File: src/rtl/sequence_serializer.sv
// Parallel-to-serial word shifter feeding sequence_detector, MSB of the selected length first.
// Latency: first bit one cycle after accept; back-to-back words stream without bubbles.
// Backpressure: load_ready only when idle or on a word's last bit; SERIALIZER_GAP_EN inserts GAP_CYCLES idle cycles.
module sequence_serializer #(
    parameter int   WIDTH      = 8,
    parameter int   LEN_W      = 4,
    parameter logic IDLE_BIT   = 1'b0,
    parameter int   GAP_CYCLES = 2
) (
    input  logic             clock,
    input  logic             reset,
    input  logic [WIDTH-1:0] data_in,
    input  logic [LEN_W-1:0] len_in,
    input  logic             load_valid,
    output logic             load_ready,
    output logic             sequence_out,
    output logic             bit_valid,
    output logic             busy,
    output logic             done
);

    typedef enum logic [1:0] {ST_IDLE, ST_SHIFT, ST_GAP} state_t;

    if (WIDTH < 2 || GAP_CYCLES < 1 || (1 << LEN_W) <= WIDTH) begin : g_param_check
        $error("sequence_serializer: illegal parameter combination");
    end

    state_t           state_q, state_d;
    logic [WIDTH-1:0] shreg_q, shreg_d;
    logic [LEN_W-1:0] cnt_q, cnt_d;
    logic             seq_q, seq_d;
    logic             bit_valid_q, bit_valid_d;
    logic             busy_q, busy_d;
    logic             done_q, done_d;

    logic [LEN_W-1:0] len_eff;
    logic [LEN_W-1:0] sh_amt;
    logic [WIDTH-1:0] word_aligned;
    logic             accept;

`ifdef SERIALIZER_GAP_EN
    localparam int GAP_W = (GAP_CYCLES > 1) ? $clog2(GAP_CYCLES) : 1;
    logic [GAP_W-1:0] gap_q, gap_d;
`endif

    // Left-align the selected bits so the shifter always emits from the MSB.
    assign len_eff      = (len_in == '0 || len_in > LEN_W'(WIDTH)) ? LEN_W'(WIDTH) : len_in;
    assign sh_amt       = LEN_W'(WIDTH) - len_eff;
    assign word_aligned = data_in << sh_amt;
    assign accept       = load_valid & load_ready;

    always_comb begin
        load_ready = 1'b0;
        case (state_q)
            ST_IDLE:  load_ready = 1'b1;
`ifdef SERIALIZER_GAP_EN
            ST_SHIFT: load_ready = 1'b0;
            ST_GAP:   load_ready = (gap_q == '0);
`else
            ST_SHIFT: load_ready = (cnt_q == '0);
`endif
            default:  load_ready = 1'b0;
        endcase
    end

    always_comb begin
        state_d     = state_q;
        shreg_d     = shreg_q;
        cnt_d       = cnt_q;
        seq_d       = IDLE_BIT;
        bit_valid_d = 1'b0;
        busy_d      = 1'b0;
        done_d      = 1'b0;
`ifdef SERIALIZER_GAP_EN
        gap_d       = gap_q;
`endif
        case (state_q)
            ST_IDLE: state_d = ST_IDLE;
            ST_SHIFT: begin
                if (cnt_q != '0) begin
                    seq_d       = shreg_q[WIDTH-1];
                    shreg_d     = {shreg_q[WIDTH-2:0], 1'b0};
                    cnt_d       = cnt_q - LEN_W'(1);
                    bit_valid_d = 1'b1;
                    busy_d      = 1'b1;
                end else begin
                    done_d = 1'b1;
`ifdef SERIALIZER_GAP_EN
                    state_d = ST_GAP;
                    gap_d   = GAP_W'(GAP_CYCLES - 1);
                    busy_d  = 1'b1;
`else
                    state_d = ST_IDLE;
`endif
                end
            end
`ifdef SERIALIZER_GAP_EN
            ST_GAP: begin
                if (gap_q != '0) begin
                    gap_d  = gap_q - GAP_W'(1);
                    busy_d = 1'b1;
                end else begin
                    state_d = ST_IDLE;
                end
            end
`endif
            default: state_d = ST_IDLE;
        endcase

        // A new word overrides whatever the current state would do next.
        if (accept) begin
            state_d     = ST_SHIFT;
            seq_d       = word_aligned[WIDTH-1];
            shreg_d     = {word_aligned[WIDTH-2:0], 1'b0};
            cnt_d       = len_eff - LEN_W'(1);
            bit_valid_d = 1'b1;
            busy_d      = 1'b1;
        end
    end

    always_ff @(posedge clock) begin
        if (reset) begin
            state_q     <= ST_IDLE;
            shreg_q     <= '0;
            cnt_q       <= '0;
            seq_q       <= IDLE_BIT;
            bit_valid_q <= 1'b0;
            busy_q      <= 1'b0;
            done_q      <= 1'b0;
`ifdef SERIALIZER_GAP_EN
            gap_q       <= '0;
`endif
        end else begin
            state_q     <= state_d;
            shreg_q     <= shreg_d;
            cnt_q       <= cnt_d;
            seq_q       <= seq_d;
            bit_valid_q <= bit_valid_d;
            busy_q      <= busy_d;
            done_q      <= done_d;
`ifdef SERIALIZER_GAP_EN
            gap_q       <= gap_d;
`endif
        end
    end

    assign sequence_out = seq_q;
    assign bit_valid    = bit_valid_q;
    assign busy         = busy_q;
    assign done         = done_q;

endmodule

File: config.mk
export PLATFORM = sky130hd
export DESIGN_NAME = sequence_serializer
export DESIGN_NICKNAME = d
export VERILOG_FILES = /design/src/rtl/sequence_serializer.sv
export SDC_FILE = /design/constraint.sdc
export NUM_CORES = 1
export LEC_CHECK = 0
export CELL_PAD_IN_SITES_DETAIL_PLACEMENT = 1
export CELL_PAD_IN_SITES_GLOBAL_PLACEMENT = 2
export CORE_MARGIN = 2
export CORE_UTILIZATION = 36
export DETAILED_ROUTE_END_ITERATION = 8
export DONT_BUFFER_PORTS = 1
export GPL_ROUTABILITY_DRIVEN = 1
export PLACE_DENSITY = 0.76
export SYNTH_ARGS = -nofsm -noshare
export SYNTH_HDL_FRONTEND = slang
export SYNTH_SLANG_ARGS = --single-unit
export TNS_END_PERCENT = 100
File: constraint.sdc
create_clock -name clock -period 2.8 [get_ports clock]
set_input_delay 0.56 -clock clock [delete_from_list [all_inputs] [get_ports clock]]
set_output_delay 0.56 -clock clock [all_outputs]
set_load 0.005 [all_outputs]
==> run summary <==
The register-to-register setup slack came out at 650 ps. Among the stages of the critical path, the cell type that occurs most often is a21oi_1. The final worst hold slack is 330 ps. The count of cells along the worst register-to-register path came out at 9. The compound-gate portion of the synthesized area came out at 22.3%. The critical path's largest stage delay came out at 410 ps. The area share of fa/ha/maj cells after synthesis is 2.66%. After detailed routing, the number of vias per cell comes to 5.96. Tracing the worst setup path back leads to its startpoint at cnt_q[0]$_SDFFE_PP0P_. The maximum clock path buffer count is 2.

The required arrival time at the worst endpoint is 2970 ps. The post-layout net count is 124. The count of routing violations after the opening detailed-route iteration came out at 7.

The distinct cell type count of the synthesized netlist came out at 39. Buffers placed on the I/O ports in this run total 0. Counting every net in the synthesized netlist gives 123.

In this run the critical register-to-register path is captured at cnt_q[2]$_SDFFE_PP0P_. The flow ran to the end, and the final reports show no timing, DRC or antenna violations. Once detailed placement completed, the half-perimeter wirelength came to 1840 um. The final non-filler cell area is 978 um2. The total negative slack came out at 0 ps. In the post-synthesis netlist, the biggest area contributors are dfxtp_1, mux2i_1, a21oi_1. The area of the die came out at 3040 um2.

The cell count after synthesis is 106. The later-pin clock latency in the skew report came out at 290 ps. The root buffer cell is clkbuf_4. The worst hold path belongs to the class input port to register.

The power per standard cell area is 534 nW/um2. The number of clock buffers inserted by TritonCTS came out at 3. Static timing analysis puts the maximum clock frequency at 0.466 GHz.

The floorplan die height came out at 55.1 um. TritonCTS built the clock tree. The synthesized design devotes to its leading area cell type 31.9% of total area.

The number of hold violations in the final report is 0. Entering global routing, the biggest net connects 19 pins. The number of global-route vias before repair came to 832.

The worst setup path is of the register to register kind. The total vias in the final route came out at 811. The standard-cell row count came out at 18. The first-pass GRT wire length is 3860 um. The area inside the core boundary is 2480 um2. The clock period could shrink to 2150 ps. The Yosys step of the flow raised 0 warnings. The routed length per instance came out at 17.8 um.

The first-pass detailed-route iteration total came out at 4. In this run the remaining antenna-violating nets after routing total 0. In the synthesized netlist the dominant register cell turns out to be dfxtp_1.

The startpoint identified for the worst register-to-register timing path is cnt_q[0]$_SDFFE_PP0P_. The cell family contributing the most delay on the critical path is compound AO/OA/AOI/OAI gates. The worst path uses 76.6% of the clock period. The XOR/XNOR share of the synthesized area came out at 2.66%.

The initial antenna violation count is 0. The signal arrival time at the worst endpoint is 2320 ps. After synthesis, the largest family of logic cells by area is compound AO/OA/AOI/OAI gates. The critical-path cell with the highest stage delay is dfxtp_1. The category of the worst setup path launch point is a register.

The number of enable flip-flop cells after synthesis came out at 0. The library cells used most frequently in the layout, excluding fill and tap cells, are dfxtp_1, nor2_1, a21oi_1, mux2i_1, nand2_1. In this run the worst path has a maximum fanout of 18. The boundary pin count is 20. The number of max-slew violations in the final report came out at 0. The clock net in this run drives a total of 15 sinks.

Setup repair after global routing left no endpoint under its margin. In this run, post-CTS repair resized a total of 0 instances. For this run, the register share of the synthesized area comes to 31.9%.

For the pin with the worst max-slew slack, the measured transition is 399 ps. Post-CTS timing repair inserted 0 buffers for setup. The number of cells on the critical path is 9.

The area growth from synthesis to layout is 3.99%. The leakage dissipation is 0.000382 uW. The maximum clock skew at final layout came out at 2.53 ps. The share of flip-flops with an asynchronous set or reset after synthesis is 0%. The overall fraction of global-route tracks in use is 18.5%.

The area after detailed placement is 952 um2. The count of maximum capacitance violations came out at 0. The worst setup path is captured at a register. The starting utilization of the core area is 38.0%. The fraction of layout instances using a drive strength above 1 came out at 10.4%.

Dividing the synthesized area by the synthesized cell count gives 8.88 um2. The depth of the CTS H-tree came out at 1. In this run, synthesis produced a sequential element count of 15. For this design, the CTS-stage hold fixing added 0 buffers. The width of the die came out at 55.1 um. The simple-gate share of the synthesized area came out at 19.0%.

The critical path goes through o41a_1 -> clkinv_2 -> nand2_4 -> nor2_1 -> a21oi_1 -> ha_1 -> nand2_1 -> a31oi_1 -> a21oi_1. The placer's final routability congestion estimate is 0.871. The library cell used most frequently in the layout, excluding fill and tap cells, is dfxtp_1.

The dominant cell type by area after synthesis is dfxtp_1. The CTS clock-pin slew for the worst setup and hold paths came out at 90 ps. 0 antenna diodes ended up in the layout. The mux contribution to synthesized area came out at 14.8%.

The buffers plus inverters on the worst setup path is 1. The DRC violation count after routing is 0. In this run the worst setup path terminates at cnt_q[2]$_SDFFE_PP0P_. Across the VDD grid, the largest voltage drop is 0.000330 V. The worst relative slew slack is 73.4%. The final global-route overflow total came out at 0. The total length of routed wires came out at 2410 um.

The setup violation total in the final timing report came out at 0. The synthesized cell area is 941 um2.
-- state kept, by name, indices dropped and copies added, names as in the netlist --
name / flops
done: 1
shreg_q: 7
sequence_out: 1
busy: 1
cnt_q: 4
state_q: 1
-- through the flow --
stage          std cells  power [uW]  setup slack [ps]  util (%)
3_5_place_dp         132         404               464      38.4
4_1_cts              136         531               638      39.5
5_1_grt              136         557               406      39.5
2_1_floorplan        106         377               650         -
3_3_place_gp         132         399               495      38.4
6_report             136         522               654      39.5
-- layout make-up --
class | instances | area, um2
Sequential cell | 15 | 300
Multi-Input combinational cell | 80 | 578
Tap cell | 30 | 37.5
Fill cell | 299 | 1500
Clock buffer | 4 | 26.3
Inverter | 6 | 28.8
Timing Repair Buffer | 1 | 7.51
-- routing by layer --
metal,vias to the layer above,track usage [%],wire [um]
met5,-,0,0
met4,0,6.50,47
met2,8,34.1,1240
li1,401,-,-
met1,395,20.3,1070
met3,7,4.84,55
-- cells by family (layout without fill, tap and decap cells) --
group | Yosys count | count (layout)
adder cells (fa/ha/maj) | 2 | 2
AND/OR/NAND/NOR | 34 | 34
multiplexers | 11 | 11
flip-flops | 15 | 15
AO/OA/AOI/OAI | 31 | 31
buffers and inverters | 11 | 11
XOR/XNOR | 2 | 2
-- report_power, final --
part / internal, uW / switching, uW
Combinational: 60.5 / 81.6
Clock: 55.4 / 69.3
Sequential: 237 / 18.1
Total: 353 / 169
-- worst min path at each step --
stage | start | endpoint | slack (ps) | cells past startpoint
floorplan | cnt_q[3]$_SDFFE_PP0P_ | done$_SDFF_PP0_ | 420 | 1
global placement | cnt_q[3]$_SDFFE_PP0P_ | done$_SDFF_PP0_ | 440 | 1
detailed placement | cnt_q[3]$_SDFFE_PP0P_ | done$_SDFF_PP0_ | 450 | 1
CTS | reset | state_q[0]$_SDFFE_PP0P_ | 320 | 1
finish | reset | state_q[0]$_SDFFE_PP0P_ | 330 | 1
global route | reset | busy$_SDFF_PP0_ | 320 | 1
-- cell usage after synthesis (2+ instances only) --
cell type,number
buf_4,2
clkbuf_1,2
a22oi_1,2
mux2i_1,9
ha_1,2
o22ai_1,2
nand2_1,6
nand2b_1,2
a21oi_1,9
inv_1,3
nor2_1,11
o21ai_0,5
o32ai_1,2
nor3_1,5
nor4_1,2
a211oi_1,4
a32oi_1,2
dfxtp_1,15
No activity file was read; power rests on OpenSTA's default activity.
